## config.mk

```make
export PLATFORM = sky130hd
export DESIGN_NAME = multiplier
export DESIGN_NICKNAME = d
export VERILOG_FILES = /design/src/rtl/multiplier.sv
export SDC_FILE = /design/constraint.sdc
export NUM_CORES = 1
export LEC_CHECK = 0
export ABC_AREA = 1
export BUFFER_PORTS_ARGS = -buffer_cell sky130_fd_sc_hd__buf_2
export CELL_PAD_IN_SITES_DETAIL_PLACEMENT = 0
export CELL_PAD_IN_SITES_GLOBAL_PLACEMENT = 1
export CORE_MARGIN = 2
export CORE_UTILIZATION = 25
export CTS_BUF_LIST = sky130_fd_sc_hd__clkbuf_16
export DETAILED_ROUTE_END_ITERATION = 8
export PLACE_DENSITY = 0.54
export REMOVE_ABC_BUFFERS = 1
export SYNTH_ARGS = -nofsm -noshare
export SYNTH_HDL_FRONTEND = slang
export SYNTH_SLANG_ARGS = --single-unit
```

## constraint.sdc

```tcl
create_clock -name clk -period 5.75 [get_ports clk]
set_input_delay 0.575 -clock clk [delete_from_list [all_inputs] [get_ports clk]]
set_output_delay 0.575 -clock clk [all_outputs]
set_load 0.03 [all_outputs]
```

## src/rtl/multiplier.sv

```systemverilog
// Iterative 32x32 -> 64-bit shift-add multiplier (MULT/MULTU) with a start/busy handshake.
// Works on operand magnitudes and applies the product sign once, on the final step.
module multiplier #(
    parameter int WIDTH = 32
) (
    input  logic                 clk,
    input  logic                 rst,
    input  logic                 start,
    input  logic                 is_signed,
    input  logic [WIDTH-1:0]     a,
    input  logic [WIDTH-1:0]     b,
    output logic                 busy,
    output logic [2*WIDTH-1:0]   s
);

    localparam int CNT_W = $clog2(WIDTH);

    typedef enum logic [0:0] {
        ST_IDLE = 1'b0,
        ST_RUN  = 1'b1
    } state_t;

    state_t               state_q, state_d;
    logic [CNT_W-1:0]     count_q, count_d;
    logic                 sign_q, sign_d;
    logic [WIDTH-1:0]     mcand_q, mcand_d;
    logic [2*WIDTH-1:0]   acc_q, acc_d;
    logic                 busy_q, busy_d;
    logic [2*WIDTH-1:0]   s_q, s_d;

    logic [WIDTH:0]       step_sum;
    logic [2*WIDTH-1:0]   step_acc;

    // -2^31 negates to 0x8000_0000, which is the correct magnitude read as unsigned.
    function automatic logic [WIDTH-1:0] magnitude(input logic [WIDTH-1:0] v, input logic neg);
        logic [WIDTH-1:0] r;
        if (neg) begin
            r = ~v + {{(WIDTH-1){1'b0}}, 1'b1};
        end else begin
            r = v;
        end
        return r;
    endfunction

    // Next-state: the low half of acc holds the remaining multiplier bits, the upper half the partial sum.
    always_comb begin
        state_d  = state_q;
        count_d  = count_q;
        sign_d   = sign_q;
        mcand_d  = mcand_q;
        acc_d    = acc_q;
        busy_d   = busy_q;
        s_d      = s_q;

        if (acc_q[0]) begin
            step_sum = {1'b0, acc_q[2*WIDTH-1:WIDTH]} + {1'b0, mcand_q};
        end else begin
            step_sum = {1'b0, acc_q[2*WIDTH-1:WIDTH]};
        end
        step_acc = {step_sum, acc_q[WIDTH-1:1]};

        case (state_q)
            ST_IDLE: begin
                if (start) begin
                    state_d = ST_RUN;
                    busy_d  = 1'b1;
                    count_d = {CNT_W{1'b0}};
                    sign_d  = is_signed & (a[WIDTH-1] ^ b[WIDTH-1]);
                    mcand_d = magnitude(a, is_signed & a[WIDTH-1]);
                    acc_d   = {{WIDTH{1'b0}}, magnitude(b, is_signed & b[WIDTH-1])};
                end else begin
                    state_d = ST_IDLE;
                end
            end
            ST_RUN: begin
                acc_d   = step_acc;
                count_d = count_q + {{(CNT_W-1){1'b0}}, 1'b1};
                if (count_q == CNT_W'(WIDTH-1)) begin
                    state_d = ST_IDLE;
                    busy_d  = 1'b0;
                    if (sign_q) begin
                        s_d = ~step_acc + {{(2*WIDTH-1){1'b0}}, 1'b1};
                    end else begin
                        s_d = step_acc;
                    end
                end else begin
                    state_d = ST_RUN;
                end
            end
            default: begin
                state_d = ST_IDLE;
                busy_d  = 1'b0;
            end
        endcase
    end

    // State and output registers; rst aborts any operation and clears the product.
    always_ff @(posedge clk) begin
        if (rst) begin
            state_q <= ST_IDLE;
            count_q <= {CNT_W{1'b0}};
            sign_q  <= 1'b0;
            mcand_q <= {WIDTH{1'b0}};
            acc_q   <= {(2*WIDTH){1'b0}};
            busy_q  <= 1'b0;
            s_q     <= {(2*WIDTH){1'b0}};
        end else begin
            state_q <= state_d;
            count_q <= count_d;
            sign_q  <= sign_d;
            mcand_q <= mcand_d;
            acc_q   <= acc_d;
            busy_q  <= busy_d;
            s_q     <= s_d;
        end
    end

    assign busy = busy_q;
    assign s    = s_q;

endmodule

```

==> metrics.txt <==
result of the run=complete, no violations; final wirelength=49,500 µm; RSZ-0062 raised after global routing=false; count of hold buffers inserted by post-cts repair=0; number of max-cap violations=0; classification of the worst setup path=flop to flop; Rel. slew slack=36.11%; number of clock buffers inserted by TritonCTS=17; overflow left after global routing=0; number of sinks handled by clock tree synthesis=168; Post-synth ARST share=0%; Post-CTS Repair Setup Buffers=0; Post-Place Worst Slack=2408 ps; maximum fanout count along the critical path=68; cell family with the largest share of critical-path delay=simple AND/OR/NAND/NOR gates; number of antenna violations at the first check in global routing=2; top library cells by usage in the layout, fill and taps aside=647 x nand2_1, 267 x inv_1, 231 x nor2_1; Worst-Skew Late Latency=500 ps; stage delay of the slowest cell on the critical path=550 ps; buffers from clock root to sink, at most=2; portion of the post-synthesis area used by sequential elements=26.72%; critical path startpoint category=flop; number of instances in the synthesized netlist=2,111; leading register cell type out of synthesis=dfxtp_1; cells taking the most area after synthesis=dfxtp_1 27%, nand2_1 19%, inv_1 7.9%, nor2_1 6.9%, nand3_1 5.6%; Worst Clk Skew=12.81 ps; PD cells=207.5 nW/µm²; max-slew violation count=0; total number of vias=13,360; Total Negative Setup Slacks=0 ps; post-route core utilization=28.85%; Worst Setup SP=acc_q[0]$_SDFFE_PP0P_; number of flops mapped to enable cells by yosys=0; library cell occupying the most area in the post-synthesis netlist=dfxtp_1; Setup WS post-layout=2410 ps; Worst path most repeated cell=nand2_1; final hold violations=0; Syn Area/Cell=5.963 µm²; DRC violations left=0; Netlist cell types=50; Bufs and invs on worst path=4; Final nets=2,302; hold_ws=371.9 ps; final period demand of the worst path=3340 ps; cells along the critical path=buf_4 > inv_1 > nand2_1 > nand2_1 > nor2_1 > inv_1 > nor2_1 > nand4_4 > nor2_4 > nand3_2 > nor2_4 > nand3_2 > nand2_4 > nand2_1 > nand2_1 > nand3_1 > nand2_1 > inv_1; I/O pin total=133; starting DRC count in detailed routing=772; number of search-and-repair iterations in the first detailed-routing pass=5; most frequent standard cell in the layout excluding fill and tap cells=nand2_1; proportion of layout cells with a drive suffix above 1=11.77%; total global-route track usage=19.22%; slowest stage cell on the critical path=inv_1; y dimension of the die=228.4 µm; Leak Pwr=7.039 nW; VDD IR-drop max=235.4 µV; Die Wd=228.4 µm; Die Area=52,160 µm²; Yosys warning count=0; endpoint type of the worst setup path=flop; Required @ worst endpoint=6150 ps; capturing element of the worst setup path=s[58]$_SDFFE_PP0P_; portion of the clock cycle consumed by the worst path in the final layout=58.09%; area fraction of the dominant cell type after synthesis=26.72%; GP Congestion=0.8658; Hold Crit Class=input port to flop; clk slew on worst S/H paths=70 ps; Reg-to-Reg Start=acc_q[0]$_SDFFE_PP0P_; average vias per placed instance=4.637; number of nets with antenna violations after detailed routing=0; total setup violations reported at the end of the flow=0; number of global-route vias before repair=13,130; CTS tree=yes; starting utilization of the core area=25.19%; number of inserted diodes=0; synthesis-to-finish area growth=14.50%; maximum number of pins on one net before global-route repair=92; core box area=49,970 µm²; CTS H-tree depth=4; per-cell routed wire length=17.18 µm; flop-to-flop setup slack=2410 ps; wire length of the first global-routing pass=76,770 µm; path length in cells of the critical path=18; number of gates given a new drive strength after cts=0; critical register-to-register path endpoint=s[58]$_SDFFE_PP0P_; # port buffers=132; DPL Wire Length=38,170 µm; slew of the pin with the lowest slew margin=951.0 ps; data arrival time at the worst-slack endpoint=3740 ps; #FFs+latches synth=168; row count=82; cell at the root of the clock tree=clkbuf_16; maximum operating frequency=299.4 MHz; netlist area before placement=12,590 µm²; R2R depth=18
sequential cells by signal (all words and copies together) (netlist names):
name     count
busy         1
acc_q       64
state_q      1
count_q      5
sign_q       1
mcand_q     32
s           64
area by class of cell:
class | count | area (µm²)
fillers | 5798 | 35550
multi-input cells | 1590 | 7875
flip-flops and latches | 168 | 3367
inverters | 272 | 1023
well taps | 672 | 840.8
repair buffers | 147 | 775.7
clock buffers | 17 | 425.4
clock inverters | 15 | 105.1
cell families (layout without fill, tap and decap cells):
group                    count (synthesis)  after routing  share of synthesized area [%]
AO/OA/AOI/OAI                          326            326                          14.42
buffers and inverters                  353            451                          10.78
flip-flops                             168            168                          26.72
XOR/XNOR                                65             65                          4.523
adder cells (fa/ha/maj)                 38             38                          3.837
AND/OR/NAND/NOR                       1161           1161                          39.72
worst reg2reg max path, cell delays in order (launching register included):
cell and delay (ps):
dfxtp_2 320, buf_4 530, inv_1 560, nand2_1 160, nand2_1 130, nor2_1 140
inv_1 70, nor2_1 180, nand4_4 150, nor2_4 150, nand3_2 120, nor2_4 160
nand3_2 120, nand2_4 110, nand2_1 70, nand2_1 70, nand3_1 60, nand2_1 100
inv_1 40
worst min-delay path by stage:
stage,to,from,cells after the start,slack [ps]
after floorplan,count_q[3]$_SDFFE_PP0P_,count_q[3]$_SDFFE_PP0P_,1,430
after global placement,count_q[4]$_SDFFE_PP0P_,count_q[4]$_SDFFE_PP0P_,2,460
after detailed placement,count_q[3]$_SDFFE_PP0P_,count_q[3]$_SDFFE_PP0P_,1,460
after CTS,mcand_q[0]$_SDFFE_PP0P_,a[0],3,360
after global routing,mcand_q[0]$_SDFFE_PP0P_,a[0],3,370
final,mcand_q[0]$_SDFFE_PP0P_,a[0],3,370
metrics by stage:
stage | cells | cell area, µm² | total power [W]
2_1_floorplan | 2030 | 12250 | 0.001665
3_3_place_gp | 2849 | 13880 | 0.001902
3_5_place_dp | 2849 | 13880 | 0.001901
4_1_cts | 2881 | 14410 | 0.003038
5_1_grt | 2881 | 14410 | 0.003150
6_report | 2881 | 14410 | 0.002990
where the power goes:
group / switching [W] / leakage, nW / internal, W / total (W)
combinational: 0.000417 / 5.41 / 0.000198 / 0.000615
clock: 0.000570 / 0.264 / 0.000552 / 0.00112
sequential: 0.0000492 / 1.37 / 0.00120 / 0.00125
total: 0.00104 / 7.04 / 0.00195 / 0.00299
cell usage after synthesis, drive strengths merged, types with 2 or more instances:
| cell type | count |
|---|---|
| o211ai | 11 |
| nor4 | 4 |
| a21oi | 134 |
| inv | 270 |
| nand4 | 21 |
| nor2 | 247 |
| a22oi | 6 |
| dfxtp | 168 |
| nor3 | 36 |
| nand2 | 657 |
| clkinv | 2 |
| nand3b | 11 |
| o221ai | 15 |
| buf | 26 |
| xor2 | 45 |
| or2 | 29 |
| xnor2 | 20 |
| nand3 | 147 |
| o31ai | 7 |
| o21ai | 120 |
| a31oi | 27 |
| ha | 37 |
| clkbuf | 55 |
| and2 | 7 |
layer usage:
layer / vias up / share of wire (%) / global-route usage, %
met5: - / 0 / 0
met4: 0 / 2.3 / 6.127
met3: 46 / 3.3 / 2.919
met2: 233 / 49 / 34.14
met1: 6154 / 45 / 23.74
li1: 6925 / - / -
Note: power is estimated with default switching activity, not from simulation.
